<file path="src/rtl/arb_byte_bridge.sv">
// Word FIFO + 32-to-8 serialiser between readout arbiter and byte TX FIFO.
// Optional statistics counters: define ARB_BRIDGE_STATS_EN.
module arb_byte_bridge #(
  parameter int DEPTH      = 16,
  parameter int BYTE_ORDER = 0
) (
  input  logic        BUS_CLK,
  input  logic        BUS_RST_N,
  input  logic        ARB_WRITE_IN,
  input  logic [31:0] ARB_DATA_IN,
  output logic        ARB_READY_OUT,
  input  logic        TX_FULL,
  output logic        TX_WR,
  output logic [7:0]  TX_DATA,
`ifdef ARB_BRIDGE_STATS_EN
  output logic [31:0] WORD_CNT,
  output logic [15:0] OVERFLOW_CNT,
  output logic        OVERFLOW,
  input  logic        STATS_CLR,
`endif
  output logic        BUSY
);

  localparam int AW = $clog2(DEPTH);
  localparam int PW = AW + 1;

  typedef enum logic [2:0] {
    IDLE, B0, B1, B2, B3
  } state_e;

  logic [31:0]   mem [DEPTH];
  logic [PW-1:0] wr_ptr_q, wr_ptr_d;
  logic [PW-1:0] rd_ptr_q, rd_ptr_d;
  logic [PW-1:0] fill;
  state_e        state_q, state_d;
  logic [31:0]   shift_q, shift_d;
  logic          tx_wr_q, tx_wr_d;
  logic [7:0]    tx_data_q, tx_data_d;
  logic          full, empty, push, pop;
  logic [1:0]    byte_idx;
  logic [7:0]    cur_byte;

  assign fill  = wr_ptr_q - rd_ptr_q;
  assign full  = (fill == PW'(DEPTH));
  assign empty = (fill == '0);
  assign push  = ARB_WRITE_IN & ~full;

  assign ARB_READY_OUT = ~full;
  assign BUSY          = ~empty | (state_q != IDLE);
  assign TX_WR         = tx_wr_q;
  assign TX_DATA       = tx_data_q;

  always_comb begin
    byte_idx = 2'd0;
    case (state_q)
      B1:      byte_idx = 2'd1;
      B2:      byte_idx = 2'd2;
      B3:      byte_idx = 2'd3;
      default: byte_idx = 2'd0;
    endcase
  end

  always_comb begin
    if (BYTE_ORDER == 0)
      cur_byte = shift_q[{byte_idx, 3'b000} +: 8];
    else
      cur_byte = shift_q[{~byte_idx, 3'b000} +: 8];
  end

  // B3 acceptance may reload directly so words stream without an IDLE bubble
  always_comb begin
    state_d   = state_q;
    shift_d   = shift_q;
    tx_wr_d   = 1'b0;
    tx_data_d = tx_data_q;
    pop       = 1'b0;
    case (state_q)
      IDLE: begin
        if (!empty) begin
          pop     = 1'b1;
          shift_d = mem[rd_ptr_q[AW-1:0]];
          state_d = B0;
        end
      end
      B0, B1, B2: begin
        if (!TX_FULL) begin
          tx_wr_d   = 1'b1;
          tx_data_d = cur_byte;
          state_d   = state_e'(state_q + 3'd1);
        end
      end
      B3: begin
        if (!TX_FULL) begin
          tx_wr_d   = 1'b1;
          tx_data_d = cur_byte;
          if (!empty) begin
            pop     = 1'b1;
            shift_d = mem[rd_ptr_q[AW-1:0]];
            state_d = B0;
          end else begin
            state_d = IDLE;
          end
        end
      end
      default: state_d = IDLE;
    endcase
  end

  assign wr_ptr_d = wr_ptr_q + PW'(push);
  assign rd_ptr_d = rd_ptr_q + PW'(pop);

  always_ff @(posedge BUS_CLK) begin
    if (push) mem[wr_ptr_q[AW-1:0]] <= ARB_DATA_IN;
  end

  always_ff @(posedge BUS_CLK or negedge BUS_RST_N) begin
    if (!BUS_RST_N) begin
      wr_ptr_q  <= '0;
      rd_ptr_q  <= '0;
      state_q   <= IDLE;
      shift_q   <= '0;
      tx_wr_q   <= 1'b0;
      tx_data_q <= '0;
    end else begin
      wr_ptr_q  <= wr_ptr_d;
      rd_ptr_q  <= rd_ptr_d;
      state_q   <= state_d;
      shift_q   <= shift_d;
      tx_wr_q   <= tx_wr_d;
      tx_data_q <= tx_data_d;
    end
  end

`ifdef ARB_BRIDGE_STATS_EN
  logic [31:0] word_cnt_q, word_cnt_d;
  logic [15:0] ovf_cnt_q, ovf_cnt_d;
  logic        ovf_q, ovf_d;
  logic        word_done, drop;

  assign word_done = (state_q == B3) & ~TX_FULL;
  assign drop      = ARB_WRITE_IN & full;

  always_comb begin
    word_cnt_d = word_cnt_q + 32'(word_done);
    ovf_cnt_d  = ovf_cnt_q;
    ovf_d      = ovf_q | drop;
    if (drop && ovf_cnt_q != 16'hFFFF)
      ovf_cnt_d = ovf_cnt_q + 16'd1;
    if (STATS_CLR) begin
      word_cnt_d = '0;
      ovf_cnt_d  = '0;
      ovf_d      = 1'b0;
    end
  end

  always_ff @(posedge BUS_CLK or negedge BUS_RST_N) begin
    if (!BUS_RST_N) begin
      word_cnt_q <= '0;
      ovf_cnt_q  <= '0;
      ovf_q      <= 1'b0;
    end else begin
      word_cnt_q <= word_cnt_d;
      ovf_cnt_q  <= ovf_cnt_d;
      ovf_q      <= ovf_d;
    end
  end

  assign WORD_CNT     = word_cnt_q;
  assign OVERFLOW_CNT = ovf_cnt_q;
  assign OVERFLOW     = ovf_q;
`endif

endmodule

</file>
<file path="config.mk">
export PLATFORM = sky130hd
export DESIGN_NAME = arb_byte_bridge
export DESIGN_NICKNAME = d
export VERILOG_FILES = /design/src/rtl/arb_byte_bridge.sv
export SDC_FILE = /design/constraint.sdc
export NUM_CORES = 1
export LEC_CHECK = 0
export ABC_AREA = 1
export BUFFER_PORTS_ARGS = -buffer_cell sky130_fd_sc_hd__buf_4
export CORE_AREA = 2 2 267 164
export CTS_CLUSTER_DIAMETER = 80
export CTS_CLUSTER_SIZE = 10
export DETAILED_ROUTE_END_ITERATION = 8
export DIE_AREA = 0 0 269 166
export PLACE_DENSITY_LB_ADDON = 0.05
export REMOVE_ABC_BUFFERS = 1
export SKIP_LAST_GASP = 1
export SYNTH_ARGS = -nofsm -noshare
export SYNTH_HDL_FRONTEND = slang
export SYNTH_SLANG_ARGS = --single-unit
</file>
<file path="constraint.sdc">
create_clock -name BUS_CLK -period 14.15 [get_ports BUS_CLK]
set_input_delay 0.7075 -clock BUS_CLK [delete_from_list [all_inputs] [get_ports BUS_CLK]]
set_output_delay 0.7075 -clock BUS_CLK [all_outputs]
set_load 0.05 [all_outputs]
</file>
# Yosys cells after proc, flatten, opt, wreduce, memory -nomap -nowiden
# Memories as Yosys holds them, arrays and structs flattened.
# Cells that the tools add are included.
[totals] output_inout_bits=11 input_bits=36 mem_bits_rw=512 register_bits=54 n_memories=1
[classes] reduce_logical=9 add_sub_neg=4 eq_ne=8 mux=16 bitwise_logic=5 shifts=1
[mem_list] name="mem" words=16 word_bits=32 read_ports=1 rd_ports_with_merged_regs=0 write_ports=1 line="31" rtl="logic [31:0] mem [DEPTH];"
[ops] cell="$mux 32" n=2
[ops] cell="$pmux 32 s2" n=1
[ops] cell="$shiftx 32x6->8" n=1
[ops] cell="$add 5x1->5" n=2
[ops] cell="$mux 3" n=3
[ops] cell="$pmux 3 s3" n=1
[ops] cell="$mux 1" n=7
[ops] cell="$eq 3x2->1 const B" n=2
[ops] cell="$ne 2x2->1 const B" n=3
[ops] cell="$pmux 2 s3" n=1
[ops] cell="$eq 5x5->1 const B" n=1
[ops] cell="$logic_not 5->1" n=1
[ops] cell="$sub 5x5->5" n=1
[ops] cell="$reduce_and 2->1" n=2
[ops] cell="$reduce_or 4->1" n=1
[ops] cell="$add 3x1->3 const B" n=1
[ops] cell="$eq 3x1->1 const B" n=1
[ops] cell="$eq 3x3->1 const B" n=1
[ops] cell="$logic_not 3->1" n=1
[ops] cell="$not 1->1" n=3
[ops] cell="$reduce_and 3->1" n=1
[ops] cell="$reduce_bool 3->1" n=1
[ops] cell="$reduce_or 3->1" n=1
[ops] cell="$pmux 1 s2" n=1
[ops] cell="other kinds (3)" n=3

# Logic depth before layout (Yosys ltp)
[logic_depth] ltp_word=6 mapped_depth=19

# Least setup slack after synthesis
# No wires, ideal clock.
[synth_path] path_kind="register to register" from="reg rd_ptr_q[3]" to="mem mem[3][0] (enable)" setup_ns=0.461 path_stages_with_launch=11 path_slack_ns=9.144 t_arrival_ns=4.545 synth_period_minus_slack_ns=5.006 cell_sequence="dfrtp_1 > clkbuf_1 > clkinv_1 > clkbuf_1 > ha_1 > a21oi_1 > nand3_1 > nand3_1 > nand2_2 > buf_6 > nor3_1"
[synth_via] elab_chain_len=6
[synth_lines] item="start, declared" line="33" rtl="logic [PW-1:0] rd_ptr_q, rd_ptr_d;"
[synth_lines] item="start signal, assigned" line="126" rtl="rd_ptr_q <= rd_ptr_d;"
[synth_lines] item="$sub 5x5->5" line="43" rtl="assign fill = wr_ptr_q - rd_ptr_q;"
[synth_lines] item="$eq 5x5->1" line="44" rtl="assign full = (fill == PW'(DEPTH));"
[synth_lines] item="$not 1->1"
[synth_lines] item="via ARB_READY_OUT" line="11" rtl="output logic ARB_READY_OUT,"
[synth_lines] item="$and 1x1->1" line="46" rtl="assign push = ARB_WRITE_IN & ~full;"
[synth_lines] item="$mux 1" line="113" rtl="if (push) mem[wr_ptr_q[AW-1:0]] <= ARB_DATA_IN;"
[synth_lines] item="$mux 1 (implied by the code)" line="113"
[synth_lines] item="end, declared" line="31"
# The timed path passes the listed nets, and every way through them passes these cells.

# Worst setup path in the final report
[layout_path] from="reg rd_ptr_q[1]" to="mem mem[10][16] (enable)"
[layout_via] elab_chain_len=6
[layout_lines] item="$sub 5x5->5" line="43"
[layout_lines] item="$eq 5x5->1" line="44"
[layout_lines] item="$not 1->1" line="46"
[layout_lines] item="$and 1x1->1" line="46"
[layout_lines] item="$mux 1" line="113"
[layout_lines] item="$mux 1 (implied by the code)" line="113"
# No other way between the ends.

==> reports/metrics.yaml <==
synth:
  synthFlopType: "edfxtp_1"
  yosys_warnings: 0
  synth_top_area_cell: "edfxtp_1"
  yosysMostFrequentCell: "nand2_1"
  ys_top_cells_by_count: "nand2_1, edfxtp_1, nand3_1"
  synth_area_per_cell_sq_um: 11.81
  synth_top_area_share: 0.6701
  syn_area_sq_um: 22940
  yosysSeqAreaShare: 0.7290
  netlist-cell-type-count: 31
  synthTopCellsByArea: "edfxtp_1, nand2_1, nand3_1, dfrtp_1, buf_2"
  synth_edf_count: 512
  async_reset_ff_frac: 0.09541
  postSynthCellCount: 1943
  synth_seq_cells: 566
clock_network:
  cts_tree: "built"
  clock_latency_ns: 0.58
  post_cts_buffers: 0
  cts_resized: 0
  h-tree-depth: 3
  cts_made_buffers: 66
  path_clk_slew_ns: 0.06
  cts_root_buf: "clkbuf_16"
  cts_hold_buf: 0
  clkSinkCount: 566
  cts_buffer_depth: 3
timing:
  fin_ws_ns: 9.712
  period_needed_ns: 4.438
  slew_violations: 0
  period_share: 0.3136
  tightest_slew_ns: 1.386
  finalHoldViolCount: 0
  finalClockSkew_ns: 0.01635
  slew_headroom: 0.07578
  fmax_ghz: 0.2253
  final-setup-viol-count: 0
  setup_tns_ns: 0
  rsz0062_at_grt: "no"
run_status:
  status: "finished, final reports clean"
place:
  pre_cts_slack_ns: 9.668
  gp_congestion: 0.8482
  place.port_buffers: 46
  detailed_place_hpwl_mm: 28.51
critical_path:
  cp_max_fo: 66
  reg2reg_slack_ns: 9.71
  rr_endpoint: "mem[10][16]$_DFFE_PP_"
  cpMostUsedCell: "nand2_1"
  start_kind: "flip-flop"
  path_class: "flip-flop to flip-flop"
  end_kind: "flip-flop"
  critPathSlowestCell: "dfrtp_4"
  cp_data_required_time_ns: 14.36
  cp-endpoint: "mem[10][16]$_DFFE_PP_"
  cp-startpoint: "rd_ptr_q[1]$_DFF_PN0_"
  reg2reg_from: "rd_ptr_q[1]$_DFF_PN0_"
  critPathArrivalTime_ns: 4.65
  rr_worst_depth: 11
  path_cells: "inv_4 > ha_1 > nand2_1 > nand2_1 > nand2_1 > nand3_1 > nor2_4 > nand3_1 > nand2_2 > nor3_2 > buf_4"
  cp_slowest_stage_delay_ns: 1.00
global_routing:
  grt_pass1_vias: 13950
  track_usage: 0.2635
  grt_antenna_before_repair: 0
  grt_max_degree: 232
  grt_pass1_wl_mm: 87.33
  gr-total-overflow: 0
die:
  core_area_sq_um: 42450
  initial_core_util: 0.5405
  die_y_um: 166
  die-area_sq_um: 44650
  die_x_um: 269
  num_rows: 59
  pin_count: 47
hold_path:
  min_path_type: "input pin to asynchronous set/reset pin"
detailed_routing:
  vias_per_cell: 5.608
  drt-pass1-iter-count: 5
  ant_nets: 0
  post_drt_wl_per_cell_um: 22.18
  wl_mm: 57.54
  drc_errors: 0
  via_count: 14550
  first_iter_violations: 1565
run:
  drv_cap: 0
layout:
  drive_gt1_frac: 0.09529
  antenna_cells: 0
  nets: 2024
  fin_util: 0.6060
  syn2layout_area_growth_pct: 12.12
pwr:
  power_leakage_nw: 9.465
  p_per_area_nw_per_um2: 220.4
  ir_drop_v: 0.0001989
-- placed cells by master, fill, tap and decap left out --
cell,count
a21oi_1,61
a21oi_2,1
a31oi_1,8
buf_12,1
buf_4,81
bufinv_16,1
clkbuf_1,35
clkbuf_16,71
clkinv_1,1
dfrtp_1,50
dfrtp_2,2
dfrtp_4,2
edfxtp_1,512
ha_1,13
inv_1,25
inv_2,1
inv_4,2
inv_6,2
nand2_1,631
nand2_2,8
nand2_4,1
nand3_1,395
nand3_2,1
nor2_1,34
nor2_2,1
nor2_4,1
nor3_2,16
o21ai_0,21
o21ai_1,29
or2_1,1
xnor2_1,2
xor2_1,5
-- how the worst min path moves through the flow --
stage               slack (ns)                     from  depth (start not counted)                      end
floorplan                 0.41                BUS_RST_N                          0   TX_DATA[0]$_DFFE_PN0P_
global placement          0.46  shift_q[20]$_DFFE_PN0P_                          2  shift_q[20]$_DFFE_PN0P_
detailed placement        0.46   shift_q[2]$_DFFE_PN0P_                          2   shift_q[2]$_DFFE_PN0P_
CTS                       0.21                BUS_RST_N                          1   state_q[0]$_DFFE_PN0P_
global route              0.24                BUS_RST_N                          1    wr_ptr_q[0]$_DFF_PN0_
finish                    0.19                BUS_RST_N                          1    wr_ptr_q[1]$_DFF_PN0_
-- critical path, delay by kind of cell (launching register included) --
kind / cells / cell delay (ns)
DFF: 1 / 1.00
buffers and inverters: 2 / 0.98
and+or+nand+nor: 8 / 1.61
adders and majority gates: 1 / 0.45
-- layer usage --
metal	up-vias	wire length (um)	global-route usage
met3	89	4119	0.05383
met1	7082	26240	0.3963
met4	0	1280	0.07440
met2	483	25900	0.3925
met5	-	0	0
li1	6894	-	-
-- sequential cells by signal, indices dropped and copies added, names as in the netlist --
register  flops
TX_DATA       8
TX_WR         1
mem         512
rd_ptr_q      5
shift_q      32
state_q       3
wr_ptr_q      5
-- where the power goes --
part           internal [mW]  switching (mW)
logic                  0.522            1.35
registers               2.08           0.164
clock network          0.934           0.626
-- logic make-up after synthesis --
family / Yosys count / share of synthesized area
AOI/OAI and AO/OA: 120 / 0.02678
xor gates and xnor gates: 7 / 0.002672
adders and majority gates: 13 / 0.007089
buffers and inverters: 148 / 0.03190
DFF: 566 / 0.7290
and+or+nand+nor: 1089 / 0.2026
-- stage by stage --
| step | cells | area [sq um] | hold slack [ns] | power [mW] |
|---|---|---|---|---|
| finish | 2594 | 25720 | 0.1908 | 5.668 |
| global route | 2594 | 25720 | 0.2373 | 5.991 |
| CTS | 2594 | 25720 | 0.2054 | 5.696 |
| detailed placement | 2486 | 23780 | 0.4626 | 4.131 |
| global placement | 2486 | 23780 | 0.4589 | 4.110 |
| floorplan | 1825 | 22330 | 0.4119 | 3.517 |
-- area by class of cell --
type,count,area [sq um]
well taps,579,724.4
clock inverters,2,38.79
repair buffers,82,628.1
clock buffers,106,1908
fillers,3440,16720
inverters,30,122.6
multi-input cells,1229,5567
flip-flops and latches,566,16740
(Power assumes the default switching activity.)
